===== src/rtl/pix_line_arbiter.sv =====
// Two-requester round-robin arbiter feeding whole pixel lines into the SCANLINE write port.
// Each grant carries exactly LINE_PIXELS accepted pixels unless the owner drops its request.
module pix_line_arbiter #(
  parameter int LINE_PIXELS = 640
) (
  input  logic        iCLK,
  input  logic        iRESET,
  input  logic [1:0]  iREQ,
  input  logic [14:0] iRGB0,
  input  logic [14:0] iRGB1,
  input  logic        iWRITE0,
  input  logic        iWRITE1,
  output logic        oREADY0,
  output logic        oREADY1,
  output logic [1:0]  oGNT,
  output logic [14:0] oPIX_RGB,
  output logic        oPIX_WRITE,
  output logic        oPIX_START,
  input  logic        iPIX_FULL,
  output logic        oLINE_DONE,
  output logic        oABORT
);

  // state | meaning
  // IDLE  | no owner; a pending request is granted at the next edge
  // START | one-cycle start-of-line strobe, pixel counter cleared
  // BURST | owner streams pixels until the line is complete or it withdraws
  typedef enum logic [1:0] {IDLE, START, BURST} stateT;

  localparam int CNT_W = $clog2(LINE_PIXELS + 1);
  localparam logic [CNT_W-1:0] LAST_CNT = CNT_W'(LINE_PIXELS);

  stateT            state;
  stateT            stateNext;
  logic [1:0]       gntNext;
  logic             lastGnt;
  logic             lastGntNext;
  logic [CNT_W-1:0] pixCnt;
  logic [CNT_W-1:0] pixCntNext;
  logic             gntIdx;
  logic             accept;
  logic             lineDone;
  logic             abortNow;
  logic [14:0]      rgbSel;

  assign gntIdx  = oGNT[1];
  assign oREADY0 = oGNT[0] & ~iPIX_FULL & (state == BURST);
  assign oREADY1 = oGNT[1] & ~iPIX_FULL & (state == BURST);
  assign accept  = (oREADY0 & iWRITE0) | (oREADY1 & iWRITE1);
  assign rgbSel  = gntIdx ? iRGB1 : iRGB0;

  always_comb begin
    stateNext   = state;
    gntNext     = oGNT;
    lastGntNext = lastGnt;
    pixCntNext  = pixCnt;
    lineDone    = 1'b0;
    abortNow    = 1'b0;
    unique case (state)
      IDLE: begin
        if (iREQ != 2'b00) begin
          stateNext = START;
          // on contention the requester not served last wins
          if (iREQ == 2'b11) gntNext = lastGnt ? 2'b01 : 2'b10;
          else               gntNext = iREQ;
        end
      end
      START: begin
        stateNext  = BURST;
        pixCntNext = '0;
      end
      BURST: begin
        if (accept) pixCntNext = pixCnt + 1'b1;
        if (accept && (pixCnt == LAST_CNT - 1'b1)) lineDone = 1'b1;
        else if (!iREQ[gntIdx])                    abortNow = 1'b1;
        if (lineDone || abortNow) begin
          stateNext   = IDLE;
          gntNext     = 2'b00;
          lastGntNext = gntIdx;
        end
      end
      default: stateNext = IDLE;
    endcase
  end

  always_ff @(posedge iCLK) begin
    if (iRESET) begin
      state      <= IDLE;
      oGNT       <= 2'b00;
      lastGnt    <= 1'b1;
      pixCnt     <= '0;
      oPIX_RGB   <= '0;
      oPIX_WRITE <= 1'b0;
      oPIX_START <= 1'b0;
      oLINE_DONE <= 1'b0;
      oABORT     <= 1'b0;
    end else begin
      state      <= stateNext;
      oGNT       <= gntNext;
      lastGnt    <= lastGntNext;
      pixCnt     <= pixCntNext;
      oPIX_WRITE <= accept;
      if (accept) oPIX_RGB <= rgbSel;
      oPIX_START <= (stateNext == START);
      oLINE_DONE <= lineDone;
      oABORT     <= abortNow;
    end
  end

endmodule


===== config.mk =====
export PLATFORM = sky130hd
export DESIGN_NAME = pix_line_arbiter
export DESIGN_NICKNAME = d
export VERILOG_FILES = /design/src/rtl/pix_line_arbiter.sv
export SDC_FILE = /design/constraint.sdc
export NUM_CORES = 1
export LEC_CHECK = 0
export CAP_MARGIN = 40
export CORE_MARGIN = 4
export CORE_UTILIZATION = 44
export DETAILED_ROUTE_END_ITERATION = 16
export GPL_TIMING_DRIVEN = 0
export PLACE_DENSITY = 0.79
export SETUP_SLACK_MARGIN = 0.4
export SLEW_MARGIN = 20
export SYNTH_ARGS = -nofsm -noshare
export SYNTH_HDL_FRONTEND = slang
export SYNTH_SLANG_ARGS = --single-unit

===== constraint.sdc =====
create_clock -name iCLK -period 1.95 [get_ports iCLK]
set_clock_uncertainty 0.1 [all_clocks]
set_input_delay 0.2925 -clock iCLK [delete_from_list [all_inputs] [get_ports iCLK]]
set_output_delay 0.2925 -clock iCLK [all_outputs]
set_load 0.005 [all_outputs]

**Word level (Yosys, flattened, before mapping)**

Cells that the tools add are included.

- Add/sub/neg operators: 1
- Order comparisons: 1
- Equal/unequal tests: 8
- Muxes and demuxes: 18
- Bitwise logic cells: 9
- Reduce and logical (&&, ||, !) cells: 10

Operators by type and width:

| kind | count |
|---|---|
| one-hot mux 10 bit (2 select lines) | 1 |
| 2-to-1 mux 15 bit | 1 |
| 2-to-1 mux 2 bit | 6 |
| adder 10 x 1 -> 10 bit (second input constant) | 1 |
| equality test 10 bit (second input constant) | 1 |
| 2-to-1 mux 10 bit | 1 |
| 2-to-1 mux 1 bit | 7 |
| bitwise AND 1 bit | 6 |
| one-hot mux 2 bit (3 select lines) | 1 |
| nonzero test 2 bit | 3 |
| equality test 2 x 1 -> 1 bit (second input constant) | 2 |
| equality test 2 bit (second input constant) | 2 |
| != test 2 bit (second input constant) | 2 |
| one-hot mux 2 bit (2 select lines) | 1 |
| AND reduction 2 bit | 2 |
| AND reduction 3 bit | 1 |
| logical NOT 2 bit | 1 |
| less-than comparator 1 x 2 -> 1 bit (second input constant) | 1 |
| != test 2 x 1 -> 1 bit (second input constant) | 1 |
| inverter 1 bit | 2 |
| OR reduction 2 bit | 1 |
| logical AND 1 bit | 1 |
| logical OR 1 bit | 1 |
| bitwise OR 1 bit | 1 |

- Flip-flop bits (word level): 34
- Input port bits: 37
- Output and inout port bits: 23
- Word-level logic and storage cells: 56

**Longest topological paths before layout**

Gate-level depths: netlist of the first run.

- Depth in word-level cells: 12
- Gate-level depth with buffers: 5
- Gate-level depth less buffers: 5

**Worst setup path before layout of the first run**

Ideal clock, no wire load.

- Kind: register to register
- Start: register pixCnt[0]
- End: register oGNT[0]
- Arrival time: 1399 ps
- Required time: 1733 ps
- Slack: 333 ps
- Stages on the path, launching flop included: 6
- Buffers on the path: 0
- Cells stage by stage: dfxtp_1 -> ha_1 -> and3_1 -> nand3_2 -> o31a_1 -> a32o_1

- Cells in the longest elaborated chain, start to end: 7
- Elaborated cells between the ends (all ways): 9
- Classes of those cells: eq/ne: 2; mux: 4; reduce/logical: 3

RTL lines:

| item | line | source |
|---|---|---|
| start, declared | 38 | `logic [CNT_W-1:0] pixCnt;` |
| start signal, assigned | 101 | `pixCnt <= pixCntNext;` |
| equality test 10 bit (*) | 74 | `if (accept && (pixCnt == LAST_CNT - 1'b1)) lineDone = 1'b1;` |
| logical AND 1 bit (*) | 74 |  |
| 2-to-1 mux 1 bit | 74 |  |
| 2-to-1 mux 1 bit | 59 | `unique case (state)` |
| logical OR 1 bit (*) | 76 | `if (lineDone \|\| abortNow) begin` |
| != test 2 x 1 -> 1 bit (no source line) (*) | n/a |  |
| AND reduction 3 bit (no source line) (*) | n/a |  |
| end signal, assigned | 99 | `oGNT <= gntNext;` |
| end, declared | 15 | `output logic [1:0] oGNT,` |

Mark *: on every way between the ends. The rest lies on a longest branch, timed or not. The select of a mux whose other input is x is not followed.
A chain may end at the register's enable or synchronous reset.

**Worst setup path in the final report of the first run**

- Start: register state[1]
- End: register oPIX_RGB[12]

- Cells in the longest elaborated chain, start to end: 4
- Elaborated cells between the ends (all ways): 6
- Classes of those cells: eq/ne: 1; bitwise: 5

RTL lines:

| item | line | source |
|---|---|---|
| start, declared | 33 | `stateT state;` |
| start signal, assigned | 98 | `state <= stateNext;` |
| equality test 2 bit (*) | 47, 48 |  |
| bitwise AND 1 bit (on tied branches) | 47, 48 |  |
| bitwise AND 1 bit | 49 | `assign accept = (oREADY0 & iWRITE0) \| (oREADY1 & iWRITE1);` |
| bitwise OR 1 bit (*) | 49 |  |
| end signal, assigned | 103 | `if (accept) oPIX_RGB <= rgbSel;` |
| end, declared | 16 | `output logic [14:0] oPIX_RGB,` |

Mark *: on every way between the ends. The rest lies on a longest branch, timed or not.

==> key figures, run 1 <==
Global routing
  • Overall global routing resource usage: 0.203
  • Overflow left after global routing: 0
  • Vias in the first global route: 1696
  • First-pass GRT wire length: 7.81 mm
  • Pin count of the biggest net entering global routing: 11
  • Grt met1 use: 0.218
  • Initial antenna violation count: 0
  • Routing usage on met2: 0.358
  • Met3 usage: 0.0710
  • Gr busiest metal: met2

Worst setup path
  • Critical path launch point: state[1]$_SDFF_PP0_
  • Worst r2r src: state[1]$_SDFF_PP0_
  • Crit path required time: 1.98 ns
  • CP Data Arrival Time: roughly 1.8 ns
  • Startpoint type of the worst setup path: flip-flop
  • CP Max Fanout: 8
  • Kind of critical path: reg -> reg
  • CP endpoint kind: flip-flop

CTS
  • CTS buffer count: 5
  • H-Tree Level Count: 2
  • Clk pin slew, worst setup/hold paths: 0.07 ns
  • Clock sinks: 34
  • Hold_buf cts: 0
  • Clock Tree Root: clkbuf_8
  • Clk_lat worst skew: 0.28 ns
  • Longest Clk Path Bufs: 2
  • CTS tree: done

Die
  • Row cnt: 22
  • Area of the core: 3660 um2
  • Die area: 4820 um2
  • Boundary Pins: 60
  • Die height: between 60 and 70 um
  • Horiz. Die Dim: 69.4 um
  • Initial Util: 0.454

Yosys
  • Synth Warn #: 0
  • Post-Syn Nets: 212
  • Yosys reg bits: 34
  • Post-Synthesis Cells: 174
  • Cell variety after synth: 41
  • Syn_area_per_cell: around 9.5 um2
  • Sequential share of the synthesized area: 0.410
  • Post-Syn Area: roughly 1700 um2
  • Largest cells by area after synthesis: dfxtp_1, mux2i_1, a211oi_2, nor2_1, a21oi_1
  • Yosys top cell area share: 0.410
  • Area leader, netlist: dfxtp_1

Routing
  • Remaining antenna violation count: 0
  • Via count: 1673
  • Starting DRC count in detailed routing: 119
  • WL final: 4.74 mm
  • TritonRoute pass-1 iters: 4
  • Avg Vias per Cell: 5.35
  • Drt drc: 0
  • Routed length per instance: 15.2 um

Cells and area
  • Layout cells sized above 1: 0.306
  • Fin cells: around 310
  • Nets: 303
  • Diodes inserted: 0
  • Commonest non-fill, non-tap cell in the layout: clkdlybuf4s50_1
  • Syn-to-layout area delta: 68.9%
  • Fill cell count: 257
  • Final instance area: 2800 um2
  • Most frequent cells in the layout: clkdlybuf4s50_1, dfxtp_1, nor2_1, mux2i_1, a211oi_2

Pwr
  • Internal Pwr Total: 1.14 mW
  • Net Sw Frac: 0.251
  • Power Dens Cells: 543 nW/um2
  • Worst VDD drop: approximately 470 uV
  • Leakage: around 1.2 nW
  • Combinational power share: 0.207
  • Clock share of power: 0.316
  • Psw: about 0.38 mW
  • Part of the power in registers: 0.476

Timing
  • Final Max Tran Viols: 0
  • Worst Max-Slew Pin Slew: 0.700 ns
  • Fin crit period: 1.71 ns
  • Final-report setup violation count: 0
  • Max-slew headroom: 0.533
  • Fmax: approximately 580 MHz
  • RSZ-0062 raised after global routing: true
  • Count of final hold-check violations: 0
  • Fin crit share: 0.879

Worst hold path
  • HP Class: in -> reg
  • Hold Path Origin: iRESET

Placement
  • Placer congestion estimate: 0.880
  • Placed cell count: 280
  • Placed standard-cell area: approximately 2300 um2
  • DP HPWL: 2.92 mm
  • Port Buffers: 58

Run
  • Max Cap Violations: 0

Status
  • Status: finished, final reports clean
[final cells by class]
class                           count  area, um2  area share
Buffer                             10        101      0.0361
Inverter                            2       7.51     0.00268
Multi-Input combinational cell    129       1000       0.357
Tap cell                           48       60.1      0.0214
Clock buffer                        7       76.3      0.0272
Sequential cell                    34        697       0.249
Timing Repair Buffer               83        862       0.307
[timing repair]
item,in CTS,in global routing
pin swaps,17,12
setup buffers,21,1
endpoints found under the setup margin,31,45
gates cloned,4,0
gates resized for setup,40,39
endpoints found under the hold margin,0,0
[routing by layer]
layer | vias up | part of all wire | routed length [um]
met5 | - | 0 | 0
met4 | 0 | 0.017 | 80
met3 | 7 | 0.077 | 363
met2 | 58 | 0.51 | 2430
met1 | 788 | 0.39 | 1870
li1 | 820 | - | -
[kinds of logic (layout without fill, tap and decap cells)]
kind of cell	count (synthesis)	in the layout	synth area share
AOI/OAI and AO/OA	42	42	0.216
muxes	17	17	0.102
buffers and inverters	12	102	0.0399
DFF	34	34	0.410
and+or+nand+nor	68	69	0.225
adders and majority gates	1	1	0.00753
[synthesized netlist by cell type, drive strengths merged]
cell    number
or2          1
nor3b        1
nor2        24
and3         3
a311oi       2
and2         2
nor4         1
buf          5
clkbuf       5
nand2       11
nor3         4
a21boi       2
nand2b       3
nand3        8
o311ai       1
o21ai        3
ha           1
a31oi        2
o211ai       3
a22o         1
nand3b       2
or4          1
a32o         1
a22oi        1
nor2b        2
or3          2
or3b         1
dfxtp       34
mux2i       17
o31a         2
and4         1
a21oi        9
inv          2
a211oi      15
nor4b        1
[worst max-delay path, stage by stage, from the launching register on]
cell and delay, ns:
dfxtp_2 0.35, buf_6 0.11, or3b_4 0.45, nor2_8 0.23, buf_4 0.17, buf_16 0.11
a211oi_2 0.05
[worst paths after layout]
path	endpoint	slack (ns)	cells past startpoint
worst max-delay path	oPIX_RGB[12]$_SDFFE_PP0P_	0.24	6
worst min-delay path	oABORT$_SDFF_PP0_	0.29	2
worst max register to register	oPIX_RGB[12]$_SDFFE_PP0P_	0.24	6
worst min register to register	pixCnt[1]$_SDFFE_PP0P_	0.39	2
[power by group through the flow]
stage / registers, mW / logic (mW) / clock network [mW]
6_report: 0.725 / 0.315 / 0.482
5_1_grt: 0.727 / 0.340 / 0.514
4_1_cts: 0.726 / 0.303 / 0.491
3_5_place_dp: 0.744 / 0.241 / 0
3_3_place_gp: 0.743 / 0.241 / 0
2_1_floorplan: 0.741 / 0.121 / 0
[sequential cells by signal (all words and copies together) (netlist names)]
register    cells
oABORT          1
oGNT            2
oPIX_RGB       15
lastGnt         1
oPIX_WRITE      1
oLINE_DONE      1
oPIX_START      1
state           2
pixCnt         10
[metrics by stage]
step           TNS (ns)  hold WS (ns)  setup WS (ns)   util  total power, mW
6_report              0         0.292          0.235  0.766             1.52
5_1_grt               0         0.340          0.194  0.766             1.58
4_1_cts               0         0.281          0.293  0.737             1.52
3_5_place_dp      -1.32         0.382         -0.264  0.630            0.985
3_3_place_gp      -1.01         0.371         -0.256  0.630            0.984
2_1_floorplan         0         0.342          0.402      -            0.862
(Power assumes the default switching activity.)
==> inputs of run 2 (changes only) <==
--- a/config.mk
+++ b/config.mk
@@ -7,10 +7,11 @@
 export LEC_CHECK = 0
 export CAP_MARGIN = 40
 export CORE_MARGIN = 4
-export CORE_UTILIZATION = 44
+export CORE_UTILIZATION = 46
+export CTS_BUF_LIST = sky130_fd_sc_hd__clkbuf_8
 export DETAILED_ROUTE_END_ITERATION = 16
 export GPL_TIMING_DRIVEN = 0
-export PLACE_DENSITY = 0.79
+export PLACE_DENSITY = 0.82
 export SETUP_SLACK_MARGIN = 0.4
 export SLEW_MARGIN = 20
 export SYNTH_ARGS = -nofsm -noshare
==> run 2 against run 1 <==
Clock-buffer cell count fell by 1. Cell area shrank 3.6%. Sequential share of layout area grew 1.1 points. Final cell count fell by 3.5%. Worst setup slack worse by 0.0078 ns. Global-route usage is 0.46 points higher. Die area down 3.9%. Via count shrank 3.6%.
==> key figures, run 2 (synthesized netlist as in run 1, its figures left out) <==
Timing
  • Final-report setup violation count: 0 (unchanged)
  • Fin crit period: 1.72 ns (+0.00780 ns)
  • Count of final hold-check violations: 0 (unchanged)
  • RSZ-0062 raised after global routing: true
  • Fmax: 581 MHz (-0.45%)
  • Final Max Tran Viols: 0 (unchanged)
  • Max-slew headroom: 0.549 (+0.0159)
  • Worst Max-Slew Pin Slew: 0.676 ns (-0.0238 ns)
  • Fin crit share: 0.883 (+0.00400)

Routing
  • Drt drc: 0 (unchanged)
  • Starting DRC count in detailed routing: 96 (-19%)
  • Routed length per instance: 14.6 um (-3.9%)
  • Remaining antenna violation count: 0 (unchanged)
  • TritonRoute pass-1 iters: 4 (unchanged)
  • Via count: 1612 (-3.6%)
  • WL final: 4.40 mm (-7.3%)
  • Avg Vias per Cell: 5.34 (-0.14%)

Pwr
  • Overall power: 1.54 mW (+1.1%)
  • Worst VDD drop: 515 uV (+9.3%)
  • Power Dens Cells: 569 nW/um2 (+4.9%)
  • Leakage: 1.21 nW (about the same)

Placement
  • Placer congestion estimate: 0.814 (-7.5%)
  • Placed standard-cell area: 2300 um2 (-0.11%)
  • Placed cell count: 278 (-0.71%)
  • DP HPWL: 2.88 mm (-1.2%)
  • Port Buffers: 58 (unchanged)

Cells and area
  • Most frequent cells in the layout: clkdlybuf4s50_1, dfxtp_1, mux2i_1, nor2_1, dlymetal6s2s_1
  • Post-layout util: 0.792 (+0.0257)
  • Syn-to-layout area delta: 62.8%
  • Layout cells sized above 1: 0.289 (-0.0166)
  • Top Registers: oPIX_RGB (15), pixCnt (10)
  • Commonest non-fill, non-tap cell in the layout: clkdlybuf4s50_1
  • Fin cells: 302 (-3.5%)
  • Largest Register: oPIX_RGB
  • Diodes inserted: 0 (unchanged)
  • Max FFs per register: 15 (unchanged)
  • Final instance area: 2700 um2 (-3.6%)
  • Nets: 295 (-2.6%)

CTS
  • Clock sinks: 34 (unchanged)
  • CTS tree: done
  • Hold_buf cts: 0 (unchanged)
  • CTS buffer count: 5 (unchanged)
  • Clk pin slew, worst setup/hold paths: 0.06 ns (about the same)
  • Clock Tree Root: clkbuf_8
  • Clk_lat worst skew: 0.28 ns (about the same)
  • H-Tree Level Count: 2 (unchanged)
  • Longest Clk Path Bufs: 2 (unchanged)

Worst hold path
  • HP Class: in -> reg

Worst setup path
  • Startpoint type of the worst setup path: flip-flop
  • WP buf/inv: 2 (-1)
  • CP Max Fanout: 7 (-1)
  • Crit-path most repeated cell: buf_6
  • CP max stage cell: or3b_4
  • Cell Chain, Critical Path: buf_6 > or3b_4 > nor2_8 > buf_6 > nor2_1 > a211oi_2
  • CP Data Arrival Time: 1.82 ns (+0.07 ns)
  • Top delay family on crit path: simple AND/OR/NAND/NOR gates
  • Kind of critical path: reg -> reg
  • Critical path's largest stage delay: 0.44 ns (about the same)
  • CP endpoint kind: flip-flop
  • Crit path required time: 2.05 ns (+0.07 ns)

Global routing
  • Pin count of the biggest net entering global routing: 11 (unchanged)
  • Overall global routing resource usage: 0.207 (+0.00461)
  • Overflow left after global routing: 0 (unchanged)
  • First-pass GRT wire length: 7.06 mm (-9.6%)
  • Initial antenna violation count: 0 (unchanged)
  • Vias in the first global route: 1578 (-7.0%)

Status
  • Status: finished, final reports clean

Die
  • Initial Util: 0.486 (+0.0326)
  • Die height: 68.1 um (-1.9%)
  • Die area: 4630 um2 (-3.9%)
  • Area of the core: 3420 um2 (-6.7%)
  • Row cnt: 21 (-4.5%)
  • Boundary Pins: 60 (unchanged)
  • Horiz. Die Dim: 68.1 um (-1.9%)

Run
  • Max Cap Violations: 0 (unchanged)
-- run 2: cell count changes in the layout (fill, tap and decap cells not counted), moves of 2 or more --
cell / previous run / this run
clkdlybuf4s50_1: 39 / 37
a211oi_2: 15 / 12
clkbuf_1: 6 / 4
buf_8: 2 / 0
buf_4: 14 / 8
a211oi_1: 0 / 3
buf_16: 2 / 0
-- run 2: what timing repair did --
item / CTS / global route
gates resized for setup: 36 / 39
pin swaps: 13 / 25
cloned: 3 / 0
setup endpoints to repair: 33 / 47
endpoints found under the hold margin: 0 / 0
buffers inserted: 14 / 1
-- run 2: where the power goes --
group / switching, mW / total, mW / internal (mW)
Combinational: 0.130 / 0.305 / 0.175
Clock: 0.238 / 0.510 / 0.272
Sequential: 0.0135 / 0.725 / 0.711
Total: 0.381 / 1.54 / 1.16
-- run 2: layout make-up --
type	count	area (um2)
flip-flops and latches	34	701
well taps	46	57.6
multi-input cells	129	996
fillers	235	712
clock buffers	6	82.6
plain buffers	10	93.8
repair buffers	75	766
inverters	2	7.51
-- run 2: path summary, 6_finish.rpt --
check             slack, ns                       from                         to  cells past startpoint
hold reg to reg        0.39  oPIX_RGB[14]$_SDFFE_PP0P_  oPIX_RGB[14]$_SDFFE_PP0P_                      2
setup / recovery       0.23        state[0]$_SDFF_PP0_  oPIX_RGB[12]$_SDFFE_PP0P_                      6
hold / removal         0.32                     iRESET          oABORT$_SDFF_PP0_                      2
setup reg to reg       0.23        state[0]$_SDFF_PP0_  oPIX_RGB[12]$_SDFFE_PP0P_                      6
-- run 2: routing by layer --
layer,vias to the layer above,part of all wire,global-route usage
met5,-,0,0
met4,0,0.025,0.0943
met2,69,0.45,0.338
met3,9,0.097,0.0903
met1,726,0.43,0.232
li1,808,-,-
-- run 2: worst reg2reg max path: stages (launching register included) --
cell	delay, ns
dfxtp_4	0.36
buf_6	0.12
or3b_4	0.44
nor2_8	0.22
buf_6	0.14
nor2_1	0.05
a211oi_2	0.21
-- run 2: metrics by stage --
step / setup TNS (ns) / hold WS [ns] / worst slack [ns]
5_1_grt: 0 / 0.329 / 0.192
6_report: 0 / 0.318 / 0.228
3_5_place_dp: -1.44 / 0.384 / -0.196
4_1_cts: 0 / 0.299 / 0.298
3_3_place_gp: -1.21 / 0.377 / -0.228
2_1_floorplan: 0 / 0.342 / 0.402
==> inputs of run 3 (changes only) <==
--- a/config.mk
+++ b/config.mk
@@ -6,9 +6,11 @@
 export NUM_CORES = 1
 export LEC_CHECK = 0
 export CAP_MARGIN = 40
+export CORE_ASPECT_RATIO = 1.75
 export CORE_MARGIN = 4
 export CORE_UTILIZATION = 46
 export CTS_BUF_LIST = sky130_fd_sc_hd__clkbuf_8
+export CTS_CLUSTER_DIAMETER = 200
 export DETAILED_ROUTE_END_ITERATION = 16
 export GPL_TIMING_DRIVEN = 0
 export PLACE_DENSITY = 0.82
==> run 3 against run 2 <==
Non-clock buffer count increased by 3. First-iteration DRC count decreased by 58%. Sequential share of layout area decreased by 1.1 points. Sequential cell count unchanged. Global-route usage increased by 2.2 points. Critical path type unchanged. Clock power decreased by 5.7%. Critical endpoint is now pixCnt[6]$_SDFFE_PP0P_. Via count increased by 7.4%. Hold slack got worse by 0.0041 ns. Critical path depth increased by 2. Die area increased by 0.81%. Sequential power increased by 0.6%.
==> key figures, run 3 (synthesized netlist as in run 1, its figures left out) <==
Status
  • Status: finished, final reports clean

Routing
  • Drt drc: 0 (unchanged)
  • Max Used Layer: met4
  • Avg Vias per Cell: 5.68 (+6.4%)
  • WL final: 5.78 mm (+31%)
  • M1 WL: 1.97 mm (+4.6%)
  • Metal2 WL: 3.25 mm (+64%)
  • Routed length per instance: 18.9 um (+30%)
  • Starting DRC count in detailed routing: 40 (-58%)
  • DR WL met3: 378 um (-12%)
  • TritonRoute pass-1 iters: 4 (unchanged)
  • Remaining antenna violation count: 0 (unchanged)
  • Via count: 1732 (+7.4%)

Global routing
  • Vias in the first global route: 1757 (+11%)
  • Overall global routing resource usage: 0.229 (+0.0215)
  • Initial antenna violation count: 0 (unchanged)
  • First-pass GRT wire length: 7.87 mm (+12%)
  • Overflow left after global routing: 0 (unchanged)
  • Pin count of the biggest net entering global routing: 11 (unchanged)

Placement
  • Setup WS pre-CTS: -0.215 ns (-0.0187 ns)
  • Port Buffers: 58 (unchanged)
  • Placer congestion estimate: 0.828 (+1.8%)
  • DP HPWL: 3.20 mm (+11%)

Cells and area
  • Syn-to-layout area delta: 72.6%
  • Diodes inserted: 0 (unchanged)
  • Nets: 298 (+1.0%)
  • Commonest non-fill, non-tap cell in the layout: clkdlybuf4s50_1
  • Largest Register: oPIX_RGB
  • Top Registers: oPIX_RGB (15), pixCnt (10)
  • Max FFs per register: 15 (unchanged)
  • Post-layout util: 0.835 (+0.0430)
  • Most frequent cells in the layout: clkdlybuf4s50_1, dfxtp_1, mux2i_1, a211oi_2, buf_4
  • Layout cells sized above 1: 0.369 (+0.0802)

Pwr
  • Overall power: 1.53 mW (-0.69%)
  • Worst VDD drop: 517 uV (+0.47%)
  • Power Dens Cells: 534 nW/um2 (-6.3%)
  • Leakage: 1.25 nW (+2.9%)

Die
  • Die area: 4670 um2 (+0.81%)
  • Horiz. Die Dim: 53.4 um (-22%)
  • Die height: 87.5 um (+28%)
  • Initial Util: 0.484 (-0.00248)
  • Boundary Pins: 60 (unchanged)
  • Area of the core: 3430 um2 (+0.51%)
  • Row cnt: 28 (+33%)

Worst setup path
  • Critical path launch point: state[0]$_SDFF_PP0_
  • Cell Chain, Critical Path: nor3b_4 > buf_6 > buf_6 > nand3_4 > buf_12 > buf_6 > o211ai_1 > a21oi_2
  • Startpoint type of the worst setup path: flip-flop
  • CP Data Arrival Time: 1.75 ns (-0.07 ns)
  • Critical path's largest stage delay: 0.36 ns (-0.08 ns)
  • Top delay family on crit path: buffers and inverters
  • WP buf/inv: 4 (+2)
  • CP Max Fanout: 5 (-2)
  • CP max stage cell: dfxtp_4
  • Kind of critical path: reg -> reg
  • Crit path required time: 2.00 ns (-0.05 ns)
  • Worst r2r src: state[0]$_SDFF_PP0_
  • CP endpoint kind: flip-flop
  • Crit-path most repeated cell: buf_6

CTS
  • Clk_lat worst skew: 0.28 ns (about the same)
  • Clk pin slew, worst setup/hold paths: 0.07 ns (about the same)
  • H-Tree Level Count: 2 (unchanged)
  • Hold_buf cts: 0 (unchanged)
  • Longest Clk Path Bufs: 2 (unchanged)
  • Clock sinks: 34 (unchanged)
  • Clock Tree Root: clkbuf_8
  • CTS buffer count: 5 (unchanged)
  • CTS tree: done

Timing
  • Fin crit period: 1.69 ns (-0.0283 ns)
  • Worst Max-Slew Pin Slew: 0.727 ns (+0.0507 ns)
  • Final Max Tran Viols: 0 (unchanged)
  • Max-slew headroom: 0.515 (-0.0338)
  • Fmax: 590 MHz (+1.7%)
  • Final-report setup violation count: 0 (unchanged)
  • Fin crit share: 0.869 (-0.0145)
  • RSZ-0062 raised after global routing: true
  • Post-route setup slack: 0.256 ns (+0.0283 ns)
  • Count of final hold-check violations: 0 (unchanged)

Worst hold path
  • Hold Path Origin: iRESET
  • HP Class: in -> reg

Run
  • Max Cap Violations: 0 (unchanged)
-- run 3: cell count changes in the layout (fill, tap and decap cells not counted), moves of 3 or more --
cell / change
dfxtp_2: +6
nor2_4: +9
dfxtp_1: -7
buf_8: +4
a211oi_2: +3
a211oi_1: -3
buf_4: +4
clkdlybuf4s50_1: +3
buf_6: -5
nor2_1: -7
-- run 3: worst paths after layout --
path	cells after the start	slack (ns)	end
hold / removal	2	0.31	oABORT$_SDFF_PP0_
hold reg to reg	2	0.40	oPIX_RGB[9]$_SDFFE_PP0P_
setup / recovery	8	0.26	pixCnt[6]$_SDFFE_PP0P_
setup reg to reg	8	0.26	pixCnt[6]$_SDFFE_PP0P_
-- run 3: final cells by class --
cell class	count	area [um2]
Multi-Input combinational cell	129	1090
Timing Repair Buffer	78	820
Sequential cell	34	712
Fill cell	215	568
Buffer	10	105
Clock buffer	5	68.8
Tap cell	45	56.3
Clock inverter	2	7.51
Inverter	2	7.51
-- run 3: metrics by stage --
stage               std cells  TNS [ns]  instance area (um2)  hold slack, ns
floorplan                 174         0                 1670           0.342
global placement          277     -1.38                 2300           0.370
detailed placement        277     -1.67                 2300           0.381
CTS                       299         0                 2580           0.302
global route              305         0                 2870           0.352
finish                    305         0                 2870           0.313
-- run 3: routing by layer --
layer	vias to the layer above	GRT usage
li1	814	-
met1	829	0.219
met2	76	0.396
met3	13	0.0892
met4	0	0.135
met5	-	0
-- run 3: report_power, final --
part | internal, mW | leakage (nW) | total [mW] | switching [mW]
registers | 0.710 | 0.284 | 0.729 | 0.0191
logic | 0.180 | 0.920 | 0.319 | 0.139
clock network | 0.235 | 0.0466 | 0.481 | 0.246
-- run 3: timing repair --
| item | CTS | global route |
|---|---|---|
| resized for setup | 34 | 71 |
| pin swaps | 14 | 21 |
| setup buffers | 13 | 5 |
| endpoints found under the setup margin | 35 | 42 |
| gates cloned | 2 | 1 |
-- run 3: worst register-to-register path, delay by kind of cell (launching register included) --
family / cells / cell delay (ns)
buffers and inverters: 4 / 0.48
DFF: 1 / 0.36
AOI/OAI and AO/OA: 2 / 0.33
and+or+nand+nor: 2 / 0.29
